--- config.mk ---
export PLATFORM = sky130hd
export DESIGN_NAME = alu_result_tx
export DESIGN_NICKNAME = d
export VERILOG_FILES = /design/src/rtl/alu_uart_pkg.sv /design/src/rtl/uart_tx_byte.sv /design/src/rtl/alu_result_tx.sv
export SDC_FILE = /design/constraint.sdc
export NUM_CORES = 1
export LEC_CHECK = 0
export BUFFER_PORTS_ARGS = -buffer_cell sky130_fd_sc_hd__buf_4
export CORE_ASPECT_RATIO = 0.9
export CORE_UTILIZATION = 42
export DETAILED_ROUTE_END_ITERATION = 6
export SYNTH_ARGS = -nofsm -noshare
export SYNTH_HDL_FRONTEND = slang
export SYNTH_HIERARCHICAL = 1
export SYNTH_SLANG_ARGS = --single-unit
--- constraint.sdc ---
create_clock -name clk -period 3.3 [get_ports clk]
set_clock_uncertainty 0.2 [all_clocks]
set_input_delay 0.165 -clock clk [delete_from_list [all_inputs] [get_ports clk]]
set_output_delay 0.165 -clock clk [all_outputs]
set_load 0.05 [all_outputs]
--- src/rtl/alu_uart_pkg.sv ---
// Shared definitions for the UART ALU return path: flag bit positions,
// default baud divisor, serializer states and packet sizing.
package alu_uart_pkg;

    localparam int FLAG_V = 3;
    localparam int FLAG_N = 2;
    localparam int FLAG_Z = 1;
    localparam int FLAG_P = 0;

    // 100 MHz system clock, 115200 baud
    localparam int CLKS_PER_BIT_DEFAULT = 868;

    typedef enum logic [1:0] {
        TX_IDLE,
        TX_START,
        TX_DATA,
        TX_STOP
    } tx_state_t;

    // Result bytes plus one flags byte plus one checksum byte.
    function automatic int pkt_bytes(input int n);
        return n / 8 + 2;
    endfunction

endpackage

--- src/rtl/uart_tx_byte.sv ---
// 8N1 byte transmitter, LSB first. A byte offered during the last cycle of a
// stop bit is taken immediately so consecutive bytes leave without idle bits.
module uart_tx_byte
    import alu_uart_pkg::*;
#(
    parameter int CLKS_PER_BIT = CLKS_PER_BIT_DEFAULT
) (
    input  logic       clk,
    input  logic       rst,
    input  logic       byte_valid,
    output logic       byte_ready,
    input  logic [7:0] byte_data,
    output logic       tx
);

    localparam int BW = (CLKS_PER_BIT > 1) ? $clog2(CLKS_PER_BIT) : 1;
    localparam logic [BW-1:0] BAUD_LAST = BW'(CLKS_PER_BIT - 1);

    tx_state_t      state, state_n;
    logic [BW-1:0]  baud, baud_n;
    logic [2:0]     bit_idx, bit_n;
    logic [7:0]     shreg, shreg_n;
    logic           tx_n;
    logic           bit_end;

    assign bit_end = (baud == BAUD_LAST);

    always_ff @(posedge clk or posedge rst) begin
        if (rst) begin
            state   <= TX_IDLE;
            baud    <= '0;
            bit_idx <= '0;
            tx      <= 1'b1;
        end else begin
            state   <= state_n;
            baud    <= baud_n;
            bit_idx <= bit_n;
            tx      <= tx_n;
        end
    end

    always_ff @(posedge clk) begin
        shreg <= shreg_n;
    end

    always_comb begin
        state_n    = state;
        baud_n     = baud;
        bit_n      = bit_idx;
        shreg_n    = shreg;
        tx_n       = tx;
        byte_ready = 1'b0;
        case (state)
            TX_IDLE: begin
                byte_ready = 1'b1;
                tx_n       = 1'b1;
                if (byte_valid) begin
                    state_n = TX_START;
                    baud_n  = '0;
                    shreg_n = byte_data;
                    tx_n    = 1'b0;
                end
            end
            TX_START: begin
                if (bit_end) begin
                    state_n = TX_DATA;
                    baud_n  = '0;
                    bit_n   = '0;
                    tx_n    = shreg[0];
                end else begin
                    baud_n = baud + BW'(1);
                end
            end
            TX_DATA: begin
                if (bit_end) begin
                    baud_n = '0;
                    if (bit_idx == 3'd7) begin
                        state_n = TX_STOP;
                        tx_n    = 1'b1;
                    end else begin
                        bit_n   = bit_idx + 3'd1;
                        shreg_n = {1'b0, shreg[7:1]};
                        tx_n    = shreg[1];
                    end
                end else begin
                    baud_n = baud + BW'(1);
                end
            end
            TX_STOP: begin
                byte_ready = bit_end;
                if (bit_end) begin
                    baud_n = '0;
                    if (byte_valid) begin
                        state_n = TX_START;
                        shreg_n = byte_data;
                        tx_n    = 1'b0;
                    end else begin
                        state_n = TX_IDLE;
                        tx_n    = 1'b1;
                    end
                end else begin
                    baud_n = baud + BW'(1);
                end
            end
            default: begin
                state_n = TX_IDLE;
                tx_n    = 1'b1;
            end
        endcase
    end

endmodule

--- src/rtl/alu_result_tx.sv ---
// Frames one ALU result and its {V,N,Z,P} flags into a byte packet
// (result MSB byte first, flags, XOR checksum) and sends it over UART.
module alu_result_tx
    import alu_uart_pkg::*;
#(
    parameter int N            = 16,
    parameter int CLKS_PER_BIT = CLKS_PER_BIT_DEFAULT
) (
    input  logic         clk,
    input  logic         rst,
    input  logic         in_valid,
    output logic         in_ready,
    input  logic [N-1:0] in_result,
    input  logic [3:0]   in_flags,
    output logic         tx,
    output logic         busy
);

    localparam int NB = pkt_bytes(N);
    localparam int NR = N / 8;
    localparam int IW = $clog2(NB);
    localparam logic [IW-1:0] IDX_LAST = IW'(NB - 1);

    logic [NB*8-1:0] frame;
    logic [NB*8-1:0] pkt;
    logic [7:0]      csum;
    logic [7:0]      flag_byte;
    logic [IW-1:0]   byte_idx;
    logic            active;
    logic            accept;
    logic            last;
    logic            byte_valid;
    logic            byte_ready;
    logic [7:0]      byte_data;

    assign accept    = in_valid && !active;
    assign in_ready  = !active;
    assign busy      = active;
    assign last      = (byte_idx == IDX_LAST);
    assign flag_byte = {4'b0000, in_flags[FLAG_V], in_flags[FLAG_N],
                        in_flags[FLAG_Z], in_flags[FLAG_P]};

    // Packet image built straight from the inputs; byte 0 sits in bits [7:0].
    always_comb begin
        frame = '0;
        csum  = flag_byte;
        for (int i = 0; i < NR; i++) begin
            frame[i*8 +: 8] = in_result[N-1-8*i -: 8];
            csum            = csum ^ in_result[N-1-8*i -: 8];
        end
        frame[NR*8 +: 8]     = flag_byte;
        frame[(NB-1)*8 +: 8] = csum;
    end

    // While idle the first byte goes straight to the transmitter, so the start
    // bit appears on the accepting edge; pkt then holds the remaining bytes.
    assign byte_valid = active ? !last : in_valid;
    assign byte_data  = active ? pkt[7:0] : frame[7:0];

    always_ff @(posedge clk or posedge rst) begin
        if (rst) begin
            active   <= 1'b0;
            byte_idx <= '0;
        end else if (accept) begin
            active   <= 1'b1;
            byte_idx <= '0;
        end else if (active && byte_ready) begin
            if (last) begin
                active   <= 1'b0;
                byte_idx <= '0;
            end else begin
                byte_idx <= byte_idx + IW'(1);
            end
        end
    end

    always_ff @(posedge clk) begin
        if (accept) begin
            pkt <= frame >> 8;
        end else if (active && byte_ready && !last) begin
            pkt <= pkt >> 8;
        end
    end

    uart_tx_byte #(
        .CLKS_PER_BIT(CLKS_PER_BIT)
    ) u_tx_byte (
        .clk       (clk),
        .rst       (rst),
        .byte_valid(byte_valid),
        .byte_ready(byte_ready),
        .byte_data (byte_data),
        .tx        (tx)
    );

endmodule

Yosys cells after proc, flatten, opt, wreduce, memory -nomap -nowiden
Index checks and enable logic that the tools add are counted.
- register bits: 51
- input bits: 23
- logic and storage cells: 79
- add/subtract/negate cells: 3
- equality and inequality tests: 12
- mux-type cells: 36
- bitwise logic cells: 2
- reduce and logical (&&, ||, !) cells: 17
- operators by type and width (cell ; number):
    $mux W24 ; 2
    $mux W8 ; 5
    $pmux W8 S3 ; 1
    $mux W10 ; 2
    $pmux W10 S2 ; 1
    $mux W2 ; 8
    $add A10 B1 Y10 const B ; 1
    $eq A10 B10 Y1 const B ; 1
    $mux W1 ; 10
    $mux W3 ; 3
    $ne A2 B1 Y1 const B ; 4
    $pmux W2 S4 ; 1
    $reduce_and A4 Y1 ; 2
    $reduce_bool A2 Y1 ; 4
    $xor A4 B8 Y8 ; 1
    $xor A8 B8 Y8 ; 1
    $eq A2 B2 Y1 const B ; 3
    $pmux W3 S2 ; 1
    $reduce_and A5 Y1 ; 1
    $ne A2 B2 Y1 const B ; 2
    $pmux W1 S4 ; 1
    $add A3 B1 Y3 const B ; 1
    $eq A3 B3 Y1 const B ; 1
    $logic_and A1 B1 Y1 ; 3
    other kinds (9) ; 10

Depth between registers and ports, before layout
- depth in word-level cells: 6
- depth in mapped cells: 9

Cells and area by module
The synthesis kept the hierarchy.
- modules (own cells, without submodules) (module ; times used ; cells an instance ; area an instance (µm²)):
    uart_tx_byte ; 1 ; 130 ; 1351.3
    alu_result_tx ; 1 ; 96 ; 1341.3

Worst setup path before layout
No wires, ideal clock.
- path kind: reg-to-reg
- from: reg, netlist name busy
- to: reg u_tx_byte.shreg[0] (enable)
- setup time: 373 ps
- arrival time: 2213 ps
- data required time: 2727 ps
- setup slack: 514 ps
- stages on the path, launching flop included: 9
- period minus slack after synthesis: 2786 ps
- path through: dfrtp_1 buf_6 buf_6 nor2_1 a21oi_1 nor2b_1 clkbuf_1 o21ai_0 a21oi_1
- RTL lines (element ; RTL line ; text):
    end signal: assignment ; uart_tx_byte.sv:43 ; shreg <= shreg_n;
    end: declaration ; uart_tx_byte.sv:22 ; logic [7:0] shreg, shreg_n;

Worst setup path in the final report
- from: reg u_tx_byte.baud[0]
- to: reg pkt[2] (enable)
- word-level cells in the longest chain between the ends: 5
- RTL lines (element ; RTL line ; text):
    start: declaration ; uart_tx_byte.sv:20 ; logic [BW-1:0] baud, baud_n;
    start signal: assignment ; uart_tx_byte.sv:36 ; baud <= baud_n;
    $eq A10 B10 Y1 ; uart_tx_byte.sv:26 ; assign bit_end = (baud == BAUD_LAST);
    $pmux W1 S2 ; uart_tx_byte.sv:53 ; case (state)
    via byte_ready ; alu_result_tx.sv:33 ; logic byte_ready;
    $logic_and A1 B1 Y1 (2 in a row) ; alu_result_tx.sv:80 ; end else if (active && byte_ready && !last) begin
    $reduce_bool A2 Y1 (no source line) ; -- ;
    end signal: assignment ; alu_result_tx.sv:79 ; pkt <= frame >> 8;
    end signal: assignment ; alu_result_tx.sv:81 ; pkt <= pkt >> 8;
    end: declaration ; alu_result_tx.sv:25 ; logic [NB*8-1:0] pkt;
The timed path passes the listed nets, and every way through them passes these cells.
A chain may end at the register's enable or synchronous reset.

==> results.json <==
{
  "outcome": "completed",
  "path_cells": "ha_1 -> and4bb_1 -> and3_1 -> a21oi_1 -> nor2_1 -> and3b_4 -> nor2_4 -> inv_1 -> buf_4",
  "power.leakage_uw": 0.00139,
  "setup_ws_ns": 0.385,
  "nNetsFinal": 303,
  "wl_per_cell_um": 14.5,
  "path_buf_inv": 2,
  "p_int_uw": 1600,
  "io_pins": 26,
  "endpoint_kind": "flop",
  "crit_fanout": 20,
  "vias": 1858,
  "cp-start-kind": "flop",
  "tightest_slew_ns": 0.627,
  "netlist_area_um2": 2690,
  "multi_input_area_um2": 1200,
  "netlist_instances": 226,
  "cts_buffers": 5,
  "dp_hpwl_um": 3550,
  "slew_viol_final": 0,
  "dr.pass1.iters": 4,
  "whs_ns": 0.0737,
  "place_ws_ns": 0.407,
  "synth_cell_types": 43,
  "grt_overflow": 0,
  "switching_power_uw": 906,
  "synth_edf_count": 28,
  "gp_congestion": 0.745,
  "hold_viol": 0,
  "worstHoldPathType": "in -> async",
  "ys_warn_count": 6,
  "clkPwrFrac_pct": 15.3,
  "synthArstFlopShare_pct": 37.3,
  "finalWirelength_um": 5190,
  "n_antenna_cell": 0,
  "synth_area_per_cell_um2": 11.9,
  "synth_fp_nets": 260,
  "grt_setup_unrepaired": "no",
  "regArea_um2": 1400,
  "ctsRootBufferMaster": "clkbuf_8",
  "fin_crit_ns": 2.91,
  "placement_rows": 27,
  "final-setup-viol-count": 0,
  "slowest_stage": "dfrtp_1",
  "fillCellCount": 563,
  "cts_tree": "done",
  "area_delta_synth_final_pct": 19.9,
  "grt_max_degree": 25,
  "ys_seq_elements": 51,
  "drc_errors": 0,
  "via_per_inst": 5.20,
  "drive_gt1_share_pct": 23.7,
  "powerDensity_nw_per_um2": 777,
  "p_comb_share_pct": 41.1,
  "dieWidth_um": 86.4,
  "htree_levels": 2,
  "fin_setup_tns_ns": 0,
  "cts_buffer_depth": 2,
  "place.port_buffers": 25,
  "max_cap_violations": 0,
  "antenna_found_initial": 0,
  "crit_family": "simple AND/OR/NAND/NOR gates",
  "clock_latency_ns": 0.30,
  "grt_pass1_wl_um": 9000,
  "crit_type": "reg -> reg",
  "die-area_um2": 6740,
  "initial_core_util_pct": 43.8,
  "ys_dominant_reg_cell": "edfxtp_1",
  "core-area_um2": 6150,
  "fmax_mhz": 343,
  "drtAntennaViolNets": 0,
  "slew-limit-headroom_pct": 58.2,
  "grt_pass1_vias": 1815,
  "cp.arrival_ns": 2.71,
  "slowest_delay_ns": 0.41,
  "post-route-period-util_pct": 88.3,
  "p_seq_share_pct": 43.6,
  "vdd_ir_drop_max_v": 0.000369,
  "placed_area_um2": 2950,
  "clkSinkCount": 51,
  "p_sw_share_pct": 36.1,
  "track_usage_pct": 17.3,
  "ys_seq_area_share_pct": 51.9,
  "die-height_um": 78.0,
  "stdcell_area_um2": 3230,
  "path_clk_slew_ns": 0.10,
  "drt_iter0_drc": 122,
  "required_ns": 3.09
}
path summary, 6_finish.rpt:
check,from,endpoint,slack [ns],cells after the start
worst min-delay path,rst,byte_idx[1]$_DFFE_PP0P_,0.07,3
min in group clk,in_result[9],u_tx_byte/shreg[1]$_DFFE_PP_,0.12,3
worst max-delay path,u_tx_byte/baud[0]$_DFFE_PP0N_,pkt[2]$_DFFE_PP_,0.39,9
worst min register to register,pkt[22]$_DFFE_PP_,pkt[14]$_SDFFE_PN0P_,0.28,1
max in group asynchronous,rst,u_tx_byte/baud[0]$_DFFE_PP0N_,2.21,3
worst max register to register,u_tx_byte/baud[0]$_DFFE_PP0N_,pkt[2]$_DFFE_PP_,0.39,9
cells in the mapped netlist (2+ instances only):
library cell  count  area share, %
clkbuf_1          4           0.56
a21oi_1           5           0.93
ha_1             11            5.1
and4_1            2           0.65
o21ai_0           7            1.3
and3_1            3           0.70
buf_6             3            1.3
nor2_1           23            3.2
a22o_1           11            3.6
mux2_2           10            4.2
buf_2             4           0.74
dfxtp_1           4            3.0
inv_1             7           0.98
nand2_1           8            1.1
mux2i_1           3            1.1
nor2b_4           2            1.0
a32o_1            2           0.74
xnor2_1           8            2.6
o31ai_1           2           0.56
nand3_1           9            1.7
edfxtp_1         28             31
a32o_2           10            4.2
nand4_1           6            1.4
a31oi_1           3           0.70
nor2b_1           4           0.93
dfrtp_1          18             17
xor2_1           12            3.9
nor3_1            2           0.37
logic make-up (layout without fill, tap and decap cells):
logic type	count (synthesis)	after routing	share of synthesized area, %
XOR/XNOR	20	20	6.51
AND/OR/NAND/NOR	69	69	14.5
adder cells (fa/ha/maj)	11	11	5.11
AO/OA/AOI/OAI	44	44	13.1
flip-flops	51	51	51.9
buffers and inverters	18	62	3.53
multiplexers	13	13	5.30
worst min-delay path, stage by stage:
cell	delay, ns
dlygate4sd3_1	0.54
buf_4	0.14
inv_1	0.09
cell usage in the layout, fill, tap and decap left out, types with 3 or more instances in the layout:
cell type	netlist	routed
xnor2_1	8	8
dfrtp_1	18	18
edfxtp_1	28	28
clkbuf_8	0	6
and3_1	3	3
mux2_2	10	10
nand2_1	8	8
a32o_2	10	10
nor2b_1	4	4
a22o_1	11	11
nand4_1	6	6
ha_1	11	11
o21ai_0	7	7
nor2_1	23	23
dfxtp_1	4	4
mux2i_1	3	3
a31oi_1	3	3
buf_4	0	29
a21oi_1	5	5
inv_1	7	7
xor2_1	12	12
nand3_1	9	9
dlygate4sd3_1	0	18
registers in the layout (all words and copies together) (netlist names):
signal             cells
u_tx_byte/tx           1
pkt                   24
busy                   1
u_tx_byte/baud        10
byte_idx               2
u_tx_byte/state        2
u_tx_byte/shreg        8
u_tx_byte/bit_idx      3
timing repair:
| item | 4_1_cts | 5_1_grt |
|---|---|---|
| hold endpoints to repair | 41 | 0 |
| resized for setup | 0 | 0 |
| hold buffers | 18 | 0 |
| buffers inserted | 0 | 0 |
power by group through the flow:
stage          Clock (µW)  Combinational, µW  Sequential (µW)
2_1_floorplan           0                766             1090
3_3_place_gp            0               1010             1100
3_5_place_dp            0               1000             1110
4_1_cts               397               1030             1090
5_1_grt               421               1130             1120
6_report              385               1030             1090
layout make-up:
type | count | area share [%]
clock buffer | 6 | 2.56
tap | 87 | 3.37
multi-input combinational | 157 | 37.2
clock inverter | 2 | 0.504
sequential | 51 | 43.3
inverter | 7 | 0.814
timing repair buffer | 47 | 12.3
per-stage QoR:
stage	total power [µW]	instances	utilization [%]
6_report	2510	357	52.5
5_1_grt	2680	357	52.5
4_1_cts	2520	357	52.5
3_5_place_dp	2110	331	48.0
3_3_place_gp	2120	331	48.0
2_1_floorplan	1860	226	-
routing by layer:
layer	wire, µm	up-vias	track usage, %
met3	119	4	3.19
met5	0	-	0
met2	2270	31	25.4
li1	-	929	-
met4	51	0	5.00
met1	2750	894	25.8
No activity file was read; power rests on OpenSTA's default activity.
